File: src/rtl/imm_extend_pipe.sv
// imm_extend_pipe: registered immediate-extension unit with valid/ready
// handshake and an output FIFO of DEPTH entries.
//
// Ports:
//   clk, rst_n          rising-edge clock, async active-low reset
//   in_valid/in_ready   input handshake (in_ready = FIFO not full)
//   in_imm[IN_W]        raw immediate field
//   in_mode[2]          00 sext, 01 zext, 10 sext<<SHIFT, 11 upper-place
//   out_valid/out_ready output handshake (out_valid = FIFO not empty)
//   out_data[OUT_W]     extended result at FIFO head
//   out_ovf             mode-10 result not representable in OUT_W signed
//   out_mode[2]         mode the head result was produced with
module imm_extend_pipe #(
  parameter int IN_W  = 13,
  parameter int OUT_W = 32,
  parameter int SHIFT = 2,
  parameter int DEPTH = 2
) (
  input  logic             clk,
  input  logic             rst_n,
  input  logic             in_valid,
  output logic             in_ready,
  input  logic [IN_W-1:0]  in_imm,
  input  logic [1:0]       in_mode,
  output logic             out_valid,
  input  logic             out_ready,
  output logic [OUT_W-1:0] out_data,
  output logic             out_ovf,
  output logic [1:0]       out_mode
);
  localparam int FW = IN_W + SHIFT;              // full-precision shifted width
  localparam int WW = (FW > OUT_W) ? FW : OUT_W; // working width for the shift
  localparam int EW = OUT_W + 3;                 // {mode, ovf, data}
  localparam int PW = (DEPTH > 1) ? $clog2(DEPTH) : 1;
  localparam int CW = $clog2(DEPTH + 1);

  // ---------------- conversion (combinational) ----------------
  logic [WW-1:0]    sx_w, shl_w;
  logic             shl_ovf;
  logic [OUT_W-1:0] cv_data;
  logic             cv_ovf;

  assign sx_w  = {{(WW-IN_W){in_imm[IN_W-1]}}, in_imm};
  assign shl_w = sx_w << SHIFT;

  // Only when the shifted value is wider than OUT_W can it overflow: the
  // bits from FW-1 down to the new sign bit OUT_W-1 must all agree.
  generate
    if (FW > OUT_W) begin : g_ovf
      logic [FW-OUT_W:0] top;
      assign top     = shl_w[FW-1:OUT_W-1];
      assign shl_ovf = !((&top) || !(|top));
    end else begin : g_novf
      assign shl_ovf = 1'b0;
    end
  endgenerate

  always_comb begin
    cv_data = sx_w[OUT_W-1:0];
    cv_ovf  = 1'b0;
    case (in_mode)
      2'b00: cv_data = sx_w[OUT_W-1:0];
      2'b01: cv_data = {{(OUT_W-IN_W){1'b0}}, in_imm};
      2'b10: begin
        cv_data = shl_w[OUT_W-1:0];
        cv_ovf  = shl_ovf;
      end
      default: cv_data = {in_imm, {(OUT_W-IN_W){1'b0}}};
    endcase
  end

  // ---------------- output FIFO ----------------
  logic [EW-1:0] mem [DEPTH];
  logic [PW-1:0] wptr, rptr;
  logic [CW-1:0] count;
  logic [EW-1:0] last_q;   // last popped entry, shown while empty
  logic          push, pop;

  assign in_ready  = (count < CW'(DEPTH));
  assign out_valid = (count != '0);
  assign push      = in_valid && in_ready;
  assign pop       = out_valid && out_ready;

  // Explicit wrap so non-power-of-two depths work.
  function automatic logic [PW-1:0] nxt(input logic [PW-1:0] p);
    return (p == PW'(DEPTH-1)) ? '0 : p + 1'b1;
  endfunction

  always_ff @(posedge clk) begin
    if (push) mem[wptr] <= {in_mode, cv_ovf, cv_data};
  end

  always_ff @(posedge clk or negedge rst_n) begin
    if (!rst_n) begin
      wptr   <= '0;
      rptr   <= '0;
      count  <= '0;
      last_q <= '0;
    end else begin
      if (push) wptr <= nxt(wptr);
      if (pop) begin
        rptr   <= nxt(rptr);
        last_q <= mem[rptr];
      end
      case ({push, pop})
        2'b10:   count <= count + 1'b1;
        2'b01:   count <= count - 1'b1;
        default: count <= count;
      endcase
    end
  end

  // Head comes straight from storage, so a result is visible right after
  // the accepting edge; when empty the last popped entry is held instead.
  assign {out_mode, out_ovf, out_data} = out_valid ? mem[rptr] : last_q;

endmodule

File: config.mk
export PLATFORM = sky130hd
export DESIGN_NAME = imm_extend_pipe
export DESIGN_NICKNAME = d
export VERILOG_FILES = /design/src/rtl/imm_extend_pipe.sv
export SDC_FILE = /design/constraint.sdc
export NUM_CORES = 1
export LEC_CHECK = 0
export CAP_MARGIN = 20
export CORE_ASPECT_RATIO = 1.2
export CORE_UTILIZATION = 56
export CTS_BUF_LIST = sky130_fd_sc_hd__clkbuf_8
export CTS_CLUSTER_DIAMETER = 120
export DETAILED_ROUTE_END_ITERATION = 8
export GPL_ROUTABILITY_DRIVEN = 0
export HOLD_SLACK_MARGIN = 0.03
export PLACE_DENSITY = 0.85
export SLEW_MARGIN = 20
export SYNTH_ARGS = -nofsm -noshare
export SYNTH_HDL_FRONTEND = slang
export SYNTH_SLANG_ARGS = --single-unit
export TNS_END_PERCENT = 20
File: constraint.sdc
create_clock -name clk -period 2.9 [get_ports clk]
set_clock_uncertainty 0.15 [all_clocks]
set_input_delay 0.58 -clock clk [delete_from_list [all_inputs] [get_ports clk]]
set_output_delay 0.58 -clock clk [all_outputs]
set_load 0.005 [all_outputs]
==> summary.md, run 1 <==
| Metric | Value |
|---|---|
| Routed wire per std cell | 16.9 um |
| Via-to-Cell Ratio | between 5 and 6 |
| Root Driver | clkbuf_8 |
| Hold Vio Cnt, Final | 0 |
| Layout area overhead | 19.5% |
| Crit path kind | register to primary output |
| CP max FO | 8 |
| Drt total wl | between 7000 and 8000 um |
| Total negative setup slack | 0 ns |
| ANT nets after route | 0 |
| CP startpoint | count[0]$_DFFE_PN0P_ |
| Max Cap Viol | 0 |
| Initial Util | about three fifths |
| Int Power | 3.35 mW |
| Fin nets | approximately 390 |
| Reg power frac | between 40% and 50% |
| Switching pwr | about 1.7 mW |
| Global-route wire length before repair | ~12000 um |
| Reg2reg end | count[1]$_DFFE_PN0P_ |
| CTS Hold Buffers Added | 0 |
| Met2 usage | a little under two fifths |
| Clock power frac | between 15 and 20% |
| HPWL after DPL | just over 5000 um |
| Port buffer count | 54 |
| DRT Pass-1 Iters | 5 |
| Setup violators final | 0 |
| IO Count | 56 |
| Final Power | 5.00 mW |
| Layout fillers | between 400 and 500 |
| CTS Buf Count | 9 |
| Commonest cells in the netlist | edfxtp_1, dfrtp_1, nor2_1 |
| Pwr per Cell Area | between 1000 and 1500 mW/mm^2 |
| Die Ht | 94.8 um |
| Synth area leader | edfxtp_1 |
| Mapped Nets | around 340 |
| Max-slew headroom | around 25% |
| Core footprint | 0.00690 mm^2 |
| GR Layer Usage met1 | between 20% and 30% |
| CTS tree | done |
| Remaining DRCs | 0 |
| Synthesized area per cell | 12.7 um^2 |
| Flop2flop setup slack | approximately 0.96 ns |
| Crit. End Element | primary output |
| All-Layer GR Usage | 22.4% |
| CP Data Arrival Time | between 2 and 2.5 ns |
| CTS clock-pin slew for the worst setup and hold paths | ~0.09 ns |
| Die area | around 0.0075 mm^2 |
| Clock tree buffer depth | 2 |
| Class of the worst hold path | register to register |
| Largest net degree at the start of global routing | 38 |
| H-tree depth | 3 |
| Startpoint types | register |
| Reg2Reg Depth | 5 |
| Distinct cell type count after synthesis | 24 |
| Period utilisation layout | 96.1% |
| Share of layout cells above drive strength 1 | approximately 9.1% |
| Synth warn | 0 |
| #FFs+latches synth | 94 |
| Ant. Diodes | 0 |
| CP Capture Point | out_data[18] |
| Initial antenna violation count | 0 |
| Clock latency on the worst-skew pair | 0.36 ns |
| GR met3 Demand/Resource | between 4 and 5% |
| Total leakage power | around 2 nW |
| Net Sw Frac | between 30% and 40% |
| IR drop worst, VDD | roughly 0.52 mV |
| Mapped Cells | 317 |
| Area of the multi-input gates | 0.00117 mm^2 |
| Count leader, synth | edfxtp_1 |
| Ranking of synthesized cells by area | edfxtp_1, dfrtp_1, mux2i_1 |
| Post-synth EDFFs | 60 |
| Global route hottest layer | met2 |
| Flip-flop and latch area | 0.00265 mm^2 |
| Status | finished, final reports clean |
| Final Critical Period | 2.79 ns |
| Top-area cell type share of the netlist area | roughly 45% |
| RSZ-0062 raised after global routing | no |
| Register area share after synthesis | 66.0% |
| Slew @ Worst Pin | about 1.1 ns |
| GRT overflow | 0 |
| Post-synth ARST share | 36.2% |
| Combinational power share | between 40% and 50% |
| Critical Path RT | 2.17 ns |
| Synth Flop Type | edfxtp_1 |
| Pins Over Slew Limit | 0 |
| Die X | between 70 and 80 um |
| TritonCTS Sinks | between 90 and 100 |
| Vias | 2538 |
| Synthesized cell area | between 0.004 and 0.005 mm^2 |
| Vias in the first global route | about 2.5k |
| Rows | 33 |
| R2R Path Start | count[0]$_DFFE_PN0P_ |
| Initial drt markers | ~180 |
| Fmax | 359 MHz |
-- final cells by class --
cell class / instances / share of cell area (%)
Clock buffer: 10 / 2.87
Clock inverter: 6 / 0.965
Inverter: 3 / 0.235
Multi-Input combinational cell: 194 / 24.5
Sequential cell: 94 / 55.3
Tap cell: 87 / 2.27
Timing Repair Buffer: 67 / 13.9
-- worst min-delay path by stage --
stage | from | endpoint | depth (start not counted)
6_report | last_q[34]$_DFFE_PN0P_ | last_q[34]$_DFFE_PN0P_ | 2
5_1_grt | last_q[25]$_DFFE_PN0P_ | last_q[25]$_DFFE_PN0P_ | 2
4_1_cts | last_q[25]$_DFFE_PN0P_ | last_q[25]$_DFFE_PN0P_ | 2
3_5_place_dp | last_q[25]$_DFFE_PN0P_ | last_q[25]$_DFFE_PN0P_ | 2
3_3_place_gp | last_q[21]$_DFFE_PN0P_ | last_q[21]$_DFFE_PN0P_ | 2
2_1_floorplan | rst_n | count[0]$_DFFE_PN0P_ | 0
-- power groups by stage --
stage / Clock, mW / Sequential (mW) / Combinational (mW)
floorplan: 0 / 2.00 / 1.25
CTS: 0.802 / 2.03 / 2.15
finish: 0.790 / 2.03 / 2.18
global placement: 0 / 2.02 / 2.07
global route: 0.858 / 2.06 / 2.39
detailed placement: 0 / 2.05 / 2.13
-- worst max-delay path: stages, from the launching register on --
cell             delay (ns)
dfrtp_1                0.46
or2_4                  0.31
buf_12                 0.15
a21oi_2                0.23
clkdlybuf4s50_1        0.56
-- layout by cell type, fill, tap and decap left out, types with 2 or more instances in the layout --
cell             instances
a21o_1                  12
a21oi_1                 28
a21oi_2                  2
a22o_1                  11
buf_12                   2
buf_4                   10
clkbuf_8                10
clkdlybuf4s50_1         54
clkinv_4                 2
clkinvlp_4               2
dfrtp_1                 34
edfxtp_1                60
inv_1                    3
mux2i_1                 31
nand2_1                 31
nor2_1                  33
nor2b_1                  3
o21ai_0                 30
xnor2_1                  5
-- state kept, by name (all words and copies together), names as in the netlist --
| register | flops |
|---|---|
| mem | 60 |
| rptr | 1 |
| count | 2 |
| wptr | 1 |
| last_q | 30 |
-- what timing repair did --
action	in CTS	in global routing
buffers inserted	0	1
resized for setup	1	2
endpoints found under the setup margin	18	14
pin swaps	0	1
-- per-stage QoR --
stage / setup WS (ns) / hold slack [ns] / instance area (um^2) / utilization (%) / std cells
floorplan: 0.380 / 0.134 / 4020 / - / 317
global placement: 0.394 / 0.312 / 4580 / 66.5 / 444
detailed placement: 0.286 / 0.321 / 4580 / 66.5 / 444
CTS: 0.000689 / 0.340 / 4770 / 69.2 / 460
global route: 0.0186 / 0.354 / 4800 / 69.6 / 461
finish: 0.113 / 0.335 / 4800 / 69.6 / 461
-- cell families (layout without fill, tap and decap cells) --
| logic type | count (synthesis) | after routing | synth area share (%) |
|---|---|---|---|
| DFF | 94 | 94 | 66.0 |
| AOI/OAI and AO/OA | 85 | 85 | 12.6 |
| and+or+nand+nor | 71 | 71 | 7.01 |
| muxes | 31 | 31 | 7.73 |
| buffers and inverters | 29 | 86 | 5.11 |
| xor gates and xnor gates | 5 | 5 | 1.09 |
| adders and majority gates | 1 | 1 | 0.311 |
| other | 1 | 1 | 0.0934 |
-- per-layer routing --
layer  vias to the layer above  routed length (um)
met4                         0                 139
met3                        12                 487
met2                        75                3980
met1                      1223                3180
li1                       1228                   -
met5                         -                   0
(Power assumes the default switching activity.)
==> run 2: changes to the inputs <==
Settings changed: CORE_MARGIN set to 5.
==> summary.md, run 2 (same netlist as run 1, synthesis figures left out) <==
| Metric | Value |
|---|---|
| Crit path kind | register to primary output |
| Vias | 2594 (+2.2%) |
| Fmax | 359 MHz (about the same) |
| Largest net degree at the start of global routing | 40 (+5.3%) |
| Worst path buffer plus inverter count | 2 (unchanged) |
| H-tree depth | 3 (unchanged) |
| Max Cap Viol | 0 (unchanged) |
| Core footprint | 0.00690 mm^2 (unchanged) |
| Combinational power share | 42.9% (-0.7 points) |
| Startpoint types | register |
| Routed wire per std cell | 17.5 um (+3.4%) |
| HPWL after DPL | 5460 um (+6.8%) |
| Clock latency on the worst-skew pair | 0.36 ns (about the same) |
| Max-slew headroom | 31.2% (+6.1 points) |
| CTS Hold Buffers Added | 0 (unchanged) |
| GRT overflow | 0 (unchanged) |
| Setup violators final | 0 (unchanged) |
| Initial antenna violation count | 0 (unchanged) |
| CP Data Arrival Time | 2.06 ns (about the same) |
| DRT Pass-1 Iters | 4 (-1) |
| Slew @ Worst Pin | 1.03 ns (-0.0908 ns) |
| Layout fillers | 486 (+4.1%) |
| CP max FO | 20 (+12) |
| Final Power | 4.98 mW (-0.40%) |
| Global-route wire length before repair | 13000 um (+5.8%) |
| Crit. End Element | primary output |
| Max incr delay on CP | 0.53 ns (-0.03 ns) |
| Ant. Diodes | 0 (unchanged) |
| Reg2Reg Depth | 6 (+1) |
| Die Ht | 103 um (+8.4%) |
| Post-DP Area | 0.00458 mm^2 (about the same) |
| Clock tree buffer depth | 2 (unchanged) |
| Critical Path RT | 2.17 ns (about the same) |
| IR drop worst, VDD | 0.555 mV (+5.8%) |
| Status | finished, final reports clean |
| Layout area overhead | 18.9% |
| Top flop regs | mem: 60 flops, last_q: 30 flops, count: 2 flops |
| Period utilisation layout | 96.1% (about the same) |
| Rows | 33 (unchanged) |
| Crit. path cell count | 4 (unchanged) |
| Share of layout cells above drive strength 1 | 8.63% (-0.47 points) |
| Hold Vio Cnt, Final | 0 (unchanged) |
| Root Driver | clkbuf_8 |
| Total leakage power | 1.94 nW (-1.2%) |
| Class of the worst hold path | register to register |
| Initial drt markers | 215 (+20%) |
| Worst hold path cell count | 2 (unchanged) |
| CP max-delay cell | clkdlybuf4s50_1 |
| Final Critical Period | 2.79 ns (+0.00130 ns) |
| Fin nets | 386 (-0.77%) |
| All-Layer GR Usage | 19.3% (-3.1 points) |
| Remaining DRCs | 0 (unchanged) |
| CTS Buf Count | 9 (unchanged) |
| Initial Util | 58.2% (unchanged) |
| CTS tree | done |
| Pwr per Cell Area | 1040 mW/mm^2 (about the same) |
| Pins Over Slew Limit | 0 (unchanged) |
| Crit-path leading delay family | buffers and inverters |
| Via-to-Cell Ratio | 5.66 (+2.9%) |
| Die X | 87.3 um (+10%) |
| Top reg by flops | mem |
| Reg power frac | 41.2% (+0.7 points) |
| Clock power frac | 15.9% (about the same) |
| Die area | 0.00897 mm^2 (+19%) |
| Max FFs per register | 60 (unchanged) |
| Int Power | 3.31 mW (-1.1%) |
| Commonest non-fill, non-tap cells in the layout | edfxtp_1, clkdlybuf4s50_1, nor2_1, dfrtp_1 |
| ANT nets after route | 0 (unchanged) |
| Vias in the first global route | 2604 (+6.0%) |
| RSZ-0062 raised after global routing | no |
| Fin Hold WS | 0.341 ns (+0.00561 ns) |
| Worst-path cell chain | or2_4, buf_4, a21oi_1, clkdlybuf4s50_1 |
| Commonest non-fill, non-tap cell in the layout | edfxtp_1 |
| CTS clock-pin slew for the worst setup and hold paths | 0.09 ns (about the same) |
| Port buffer count | 54 (unchanged) |
| Total negative setup slack | 0 ns (unchanged) |
| Fin area | 0.00478 mm^2 (-0.47%) |
| Switching pwr | 1.67 mW (+1.1%) |
| Net Sw Frac | 33.5% (+0.49 points) |
| Drt total wl | 7990 um (+2.8%) |
| TritonCTS Sinks | 94 (unchanged) |
| IO Count | 56 (unchanged) |
## run 2: changes by cell type in the layout (fill, tap and decap cells not counted), sizes merged
cell | before | now
buf | 13 | 10
clkinv | 3 | 1
inv | 4 | 6
clkbuf | 10 | 9
clkinvlp | 2 | 3
## run 2: cell type report
cell class                      instances  area (um^2)  share of cell area [%]
Tap cell                               87          109                    2.28
Inverter                                3         11.3                   0.236
Multi-Input combinational cell        194         1170                    24.5
Clock inverter                          7         57.6                    1.21
Sequential cell                        94         2660                    55.6
Timing Repair Buffer                   64          648                    13.6
Clock buffer                            9          124                    2.59
## run 2: worst paths after layout
| path | start | slack (ns) | endpoint |
|---|---|---|---|
| setup / recovery | count[0]$_DFFE_PN0P_ | 0.11 | out_data[3] |
| hold / removal | last_q[3]$_DFFE_PN0P_ | 0.34 | last_q[3]$_DFFE_PN0P_ |
| setup reg to reg | count[0]$_DFFE_PN0P_ | 1.00 | count[1]$_DFFE_PN0P_ |
| hold reg to reg | last_q[3]$_DFFE_PN0P_ | 0.34 | last_q[3]$_DFFE_PN0P_ |
| max in group asynchronous | rst_n | 1.74 | count[0]$_DFFE_PN0P_ |
| min in group asynchronous | rst_n | 0.51 | last_q[12]$_DFFE_PN0P_ |
## run 2: worst min-delay path: cells and delay by family, from the launching register on
kind             cells  cell delay, ns
flip-flops           1            0.35
AO/OA/AOI/OAI        1            0.06
AND/OR/NAND/NOR      1            0.04
## run 2: what timing repair did
action,4_1_cts,5_1_grt
endpoints found under the setup margin,18,19
buffers inserted,0,0
gates resized for setup,1,4
pin swaps,0,0
## run 2: power by group through the flow
stage | combinational [mW] | clock [mW] | sequential, mW
finish | 2.13 | 0.790 | 2.05
global route | 2.35 | 0.860 | 2.10
CTS | 2.15 | 0.810 | 2.05
detailed placement | 2.13 | 0 | 2.08
global placement | 2.05 | 0 | 2.05
floorplan | 1.25 | 0 | 2.00
## run 2: metrics by stage
step                utilization, %  cells  setup slack (ns)
floorplan                        -    317             0.380
global placement              66.4    442             0.376
detailed placement            66.4    442             0.327
CTS                           69.1    458         0.0000651
global route                  69.3    458           0.00958
finish                        69.3    458             0.112
## run 2: routing by layer
layer / vias to the layer above / wire (um) / track usage (%)
met5: - / 0 / 0
met4: 0 / 189 / 9.33
met3: 13 / 266 / 2.16
met2: 66 / 4260 / 32.8
met1: 1293 / 3280 / 24.7
li1: 1222 / - / -
==> run 3: changes to the inputs <==
Settings changed: CTS_CLUSTER_SIZE set to 30.
==> results of run 3 <==
The final DEF is identical to that of run 2; final timing and power are the same.
